### config.mk
export PLATFORM = sky130hd
export DESIGN_NAME = fetch_unit
export DESIGN_NICKNAME = d
export VERILOG_FILES = /design/src/rtl/fetch_pkg.sv /design/src/rtl/branch_lut.sv /design/src/rtl/fetch_unit.sv
export SDC_FILE = /design/constraint.sdc
export NUM_CORES = 1
export LEC_CHECK = 0
export BUFFER_PORTS_ARGS = -buffer_cell sky130_fd_sc_hd__buf_4
export CAP_MARGIN = 20
export CORE_ASPECT_RATIO = 0.75
export CORE_MARGIN = 10
export CORE_UTILIZATION = 30
export CTS_CLUSTER_SIZE = 40
export DETAILED_ROUTE_END_ITERATION = 16
export PLACE_DENSITY = 0.55
export SETUP_SLACK_MARGIN = 0.4
export SYNTH_ARGS = -nofsm -noshare
export SYNTH_HDL_FRONTEND = slang
export SYNTH_SLANG_ARGS = --single-unit
### constraint.sdc
create_clock -name Clk -period 1.55 [get_ports Clk]
set_clock_uncertainty 0.1 [all_clocks]
set_input_delay 0 -clock Clk [delete_from_list [all_inputs] [get_ports Clk]]
set_output_delay 0 -clock Clk [all_outputs]
set_load 0.05 [all_outputs]
### src/rtl/fetch_pkg.sv
// rtl/fetch_pkg.sv - shared fetch-stage types, default widths and branch-target table
package fetch_pkg;

    typedef enum logic [1:0] {
        ST_IDLE = 2'd0,
        ST_RUN  = 2'd1,
        ST_HALT = 2'd2
    } fetch_state_e;

    localparam int FETCH_PW = 10;
    localparam int FETCH_LW = 3;

    // Absolute branch targets; the assembler emits LutIdx values against this table.
    localparam int LUT_POP = 6;
    localparam logic [15:0] BRANCH_LUT [0:LUT_POP-1] = '{
        16'd12, 16'd50, 16'd200, 16'd100, 16'd511, 16'd1000
    };

endpackage

### src/rtl/branch_lut.sv
// rtl/branch_lut.sv - combinational branch-target lookup; unpopulated indices return 0
module branch_lut
    import fetch_pkg::*;
#(
    parameter int PW = FETCH_PW,
    parameter int LW = FETCH_LW
) (
    input  logic [LW-1:0] idx,
    output logic [PW-1:0] target
);

    always_comb begin
        target = '0;
        for (int i = 0; i < LUT_POP; i++) begin
            if (idx == LW'(i)) begin
                target = PW'(BRANCH_LUT[i]);
            end
        end
    end

endmodule

### src/rtl/fetch_unit.sv
// rtl/fetch_unit.sv - PC register and IDLE/RUN/HALT fetch sequencer
// Optional run-cycle counter on CycleCnt is built when FETCH_CYCLE_CNT_EN is defined.
module fetch_unit
    import fetch_pkg::*;
#(
    parameter int PW = FETCH_PW,
    parameter int LW = FETCH_LW
) (
    input  logic          Clk,
    input  logic          Reset,
    input  logic          Start,
    input  logic [PW-1:0] StartAddr,
    input  logic          Branch,
    input  logic          BranchTaken,
    input  logic [LW-1:0] LutIdx,
    input  logic          DoneIn,
    output logic [PW-1:0] ProgCtr,
    output logic          Running,
    output logic          Done
`ifdef FETCH_CYCLE_CNT_EN
    ,
    output logic [15:0]   CycleCnt
`endif
);

    fetch_state_e  state_q, state_d;
    logic [PW-1:0] pc_q, pc_d;
    logic [PW-1:0] lut_target;

    branch_lut #(.PW(PW), .LW(LW)) u_branch_lut (
        .idx    (LutIdx),
        .target (lut_target)
    );

    always_ff @(posedge Clk) begin
        if (!Reset) begin
            state_q <= ST_IDLE;
            pc_q    <= '0;
        end else begin
            state_q <= state_d;
            pc_q    <= pc_d;
        end
    end

    always_comb begin
        state_d = state_q;
        pc_d    = pc_q;
        case (state_q)
            ST_IDLE, ST_HALT: begin
                if (Start) begin
                    state_d = ST_RUN;
                    pc_d    = StartAddr;
                end
            end
            ST_RUN: begin
                // DONE outranks a branch issued by the same instruction.
                if (DoneIn) begin
                    state_d = ST_HALT;
                end else if (Branch && BranchTaken) begin
                    pc_d = lut_target;
                end else begin
                    pc_d = pc_q + PW'(1);
                end
            end
            default: begin
                state_d = ST_IDLE;
                pc_d    = '0;
            end
        endcase
    end

    assign ProgCtr = pc_q;
    assign Running = (state_q == ST_RUN);
    assign Done    = (state_q == ST_HALT);

`ifdef FETCH_CYCLE_CNT_EN
    logic        start_accept;
    logic [15:0] cnt_q;

    assign start_accept = Start && ((state_q == ST_IDLE) || (state_q == ST_HALT));

    always_ff @(posedge Clk) begin
        if (!Reset) begin
            cnt_q <= '0;
        end else if (start_accept) begin
            cnt_q <= '0;
        end else if ((state_q == ST_RUN) && (cnt_q != 16'hFFFF)) begin
            cnt_q <= cnt_q + 16'd1;
        end
    end

    assign CycleCnt = cnt_q;
`endif

endmodule

==> flow_metrics.py <==
metrics = {
    "timing": {
        "finalHoldViolCount": 0,
        "tns_ns": 0,
        "tightest_slew_ns": 0.384,
        "rsz0062_at_grt": "yes",
        "finalMaxSlewViolations": 0,
        "setup_viol": 0,
        "fin_crit_ns": 1.37,
        "period_share_pct": 88.6,
        "relSlewSlack_pct": 74.4,
        "timing.fmax_ghz": 0.728,
    },
    "pwr": {
        "p_sw_uw": 443,
        "seqPwrFrac_pct": 33.0,
        "pwr_density_cell_nw_per_um2": 779,
        "vdd_drop_max_v": 0.000385,
        "power.share.switching_pct": 37.5,
        "p_leak_uw": 0.000603,
        "internal_power_uw": 738,
        "pwr-share-comb_pct": 41.5,
        "clkPwrFrac_pct": 25.6,
    },
    "logic_synthesis": {
        "synth_warnings": 0,
        "syn_area_sq_um": 835,
        "syn_nets": 130,
        "ys_ff_latch": 12,
        "syn_area_per_cell_sq_um": 7.59,
        "postSynthCellCount": 110,
        "ys_types": 37,
        "yosysSeqAreaShare_pct": 28.8,
    },
    "floorplanning": {
        "initial_utilization_pct": 31.6,
        "die_w_microns": 80.9,
        "dieHeight_microns": 65.7,
        "rows": 16,
        "die-area_sq_um": 5310,
        "pin_count": 31,
        "core-area_sq_um": 2640,
    },
    "critical_path": {
        "cp-start-kind": "register",
        "critPathCaptureType": "register",
        "cp-startpoint": "state_q[0]",
        "cp_cell_sequence": "nand3b_1 > o21ai_1 > or3_1 > a21oi_2 > a311oi_1",
        "crit_family": "simple AND/OR/NAND/NOR gates",
        "r2r_start": "state_q[0]",
        "slowest_delay_ns": 0.38,
        "cp_num_buf_inv": 0,
        "crit_fanout": 6,
        "crit_arrival_ns": 1.40,
        "cp_slowest_cell": "dfxtp_4",
        "crit_type": "reg2reg",
        "required_ns": 1.57,
    },
    "global_routing": {
        "overflow": 0,
        "grt_use_total_pct": 11.8,
        "grt_max_degree": 13,
        "first_global_vias": 1041,
        "grt_pass1_wl_microns": 5020,
        "antenna_found_initial": 0,
    },
    "layout": {
        "multi_input_area_sq_um": 624,
        "drive_gt1_share_pct": 47.3,
        "num-nets-final": 188,
        "seqCellArea_sq_um": 279,
        "n_antenna_cell": 0,
        "final_core_util_pct": 57.4,
        "areaGrowthSynthToFinish_pct": 81.7,
        "n_fill_cell": 246,
    },
    "hold_path": {
        "hp-class": "in2reg",
        "hp-start": "StartAddr[7]",
    },
    "drt": {
        "drc_errors": 0,
        "drt_first_pass_iters": 4,
        "ant_nets": 0,
        "drt-total-wl_microns": 3120,
        "vias_per_cell": 5.02,
        "vias": 1019,
        "routedWlPerCell_microns": 15.4,
        "drtIter0Drc": 127,
    },
    "placed_design": {
        "gp_congestion": 0.797,
        "portBuffers": 30,
        "dp_hpwl_microns": 2130,
    },
    "clock_network": {
        "htreeDepth": 1,
        "clock_latency_ns": 0.24,
        "cts_tree": "done",
        "cts_made_buffers": 3,
        "clock_sinks": 12,
        "clockRootBuffer": "clkbuf_8",
        "clk_path_buf_depth": 2,
        "path_clk_slew_ns": 0.06,
    },
    "job": {
        "cap_viol_max_count": 0,
    },
    "outcome": {
        "status": "complete, no violations",
    },
}
==> sequential cells by signal (all words and copies together), names as in the netlist <==
name / count
ProgCtr: 10
state_q: 2
==> stage by stage <==
step	power [uW]	instances	setup slack [ns]	hold slack (ns)	cell area, sq um
global route	1240	203	0.113	0.0655	1520
CTS	1150	201	0.227	0.0178	1440
detailed placement	765	174	0.0850	0.177	1160
global placement	765	174	0.132	0.178	1160
finish	1180	203	0.176	0.0338	1520
floorplan	635	110	0.179	0.0284	900
==> timing repair <==
item	CTS	global route
endpoints found under the setup margin	10	13
endpoints found under the hold margin	12	0
setup buffers	12	2
hold buffers	10	0
pin swaps	19	6
cloned	1	0
resized for setup	17	17
==> worst paths after layout <==
kind                              endpoint  slack (ns)  cells past startpoint
worst max register to register  ProgCtr[9]        0.18                      5
worst min register to register  ProgCtr[9]        0.41                      1
worst min-delay path            ProgCtr[7]        0.03                      5
worst max-delay path            ProgCtr[9]        0.18                      5
==> power by group through the flow <==
stage,clock network (uW),registers (uW),logic (uW)
floorplan,0,485,150
global placement,0,400,366
global route,321,395,526
detailed placement,0,399,366
CTS,305,385,463
finish,302,390,490
==> layer usage <==
metal,GRT usage [%],share of wire [%],vias up
met5,0,0,-
met4,3.23,0.99,0
met3,3.53,8.5,2
met2,18.6,48,44
met1,15.2,42,455
li1,-,-,518
==> kinds of logic after synthesis <==
logic type	Yosys count	synth area share, %
buffers and inverters	8	4.20
DFF	12	28.8
AOI/OAI and AO/OA	43	32.8
adders and majority gates	1	1.50
and+or+nand+nor	38	24.3
xor gates and xnor gates	8	8.39
==> worst register-to-register path: stages (launching register included) <==
cell and delay (ns):
dfxtp_4 0.38, nand3b_1 0.14, o21ai_1 0.13, or3_1 0.34
a21oi_2 0.12, a311oi_1 0.05
==> cells in the final DEF, fill, tap and decap left out, drive strengths merged <==
| master | netlist | routed |
|---|---|---|
| a211o | 1 | 1 |
| a211oi | 2 | 2 |
| a21boi | 3 | 3 |
| a21oi | 11 | 11 |
| a22oi | 2 | 2 |
| a311oi | 1 | 1 |
| a31oi | 3 | 3 |
| and2 | 1 | 1 |
| and4 | 1 | 1 |
| buf | 2 | 46 |
| clkbuf | 1 | 3 |
| clkinv | 0 | 1 |
| clkinvlp | 0 | 1 |
| dfxtp | 12 | 12 |
| dlygate4sd3 | 0 | 10 |
| ha | 1 | 1 |
| inv | 5 | 4 |
| nand2 | 11 | 11 |
| nand2b | 1 | 1 |
| nand3 | 3 | 3 |
| nand3b | 1 | 1 |
| nand4 | 2 | 2 |
| nor2 | 8 | 8 |
| nor2b | 6 | 6 |
| nor3 | 1 | 1 |
| nor3b | 1 | 1 |
| o211ai | 1 | 1 |
| o21ai | 15 | 15 |
| o221ai | 3 | 3 |
| o22ai | 1 | 1 |
| or3 | 2 | 2 |
| xnor2 | 4 | 4 |
| xor2 | 4 | 4 |
==> cell usage after synthesis <==
library cell	n	area [sq um]
nor2b_1	6	37.5
and4_1	1	8.76
a22oi_1	2	15.0
nor3_2	1	10.0
buf_2	1	5.00
o221ai_1	3	26.3
ha_1	1	12.5
a211oi_1	2	15.0
and2_1	1	6.26
xor2_1	4	35.0
o211ai_1	1	7.51
a211o_1	1	8.76
a21oi_4	1	16.3
a31oi_1	3	18.8
nand3_1	2	10.0
nand3_2	1	10.0
o21ai_1	3	15.0
a21oi_1	9	45.0
nor3b_1	1	7.51
dfxtp_1	12	240
a21boi_1	2	15.0
a21boi_0	1	7.51
nor2_1	8	30.0
buf_4	1	7.51
xnor2_1	4	35.0
o22ai_1	1	6.26
nand2b_2	1	8.76
inv_1	4	15.0
clkbuf_1	1	3.75
nand2_1	11	41.3
nand3b_1	1	7.51
or3_1	2	12.5
o21ai_0	12	60.1
a311oi_1	1	8.76
a21oi_2	1	8.76
nand4_1	2	12.5
inv_2	1	3.75
==> final cells by class <==
cell class                      instances  area share (%)
Sequential cell                        12            18.4
Timing Repair Buffer                   56            32.5
Tap cell                               36            2.97
Clock inverter                          1           0.248
Inverter                                5            1.98
Multi-Input combinational cell         90            41.2
Clock buffer                            3            2.72
Power figures use the tool's default switching activity.
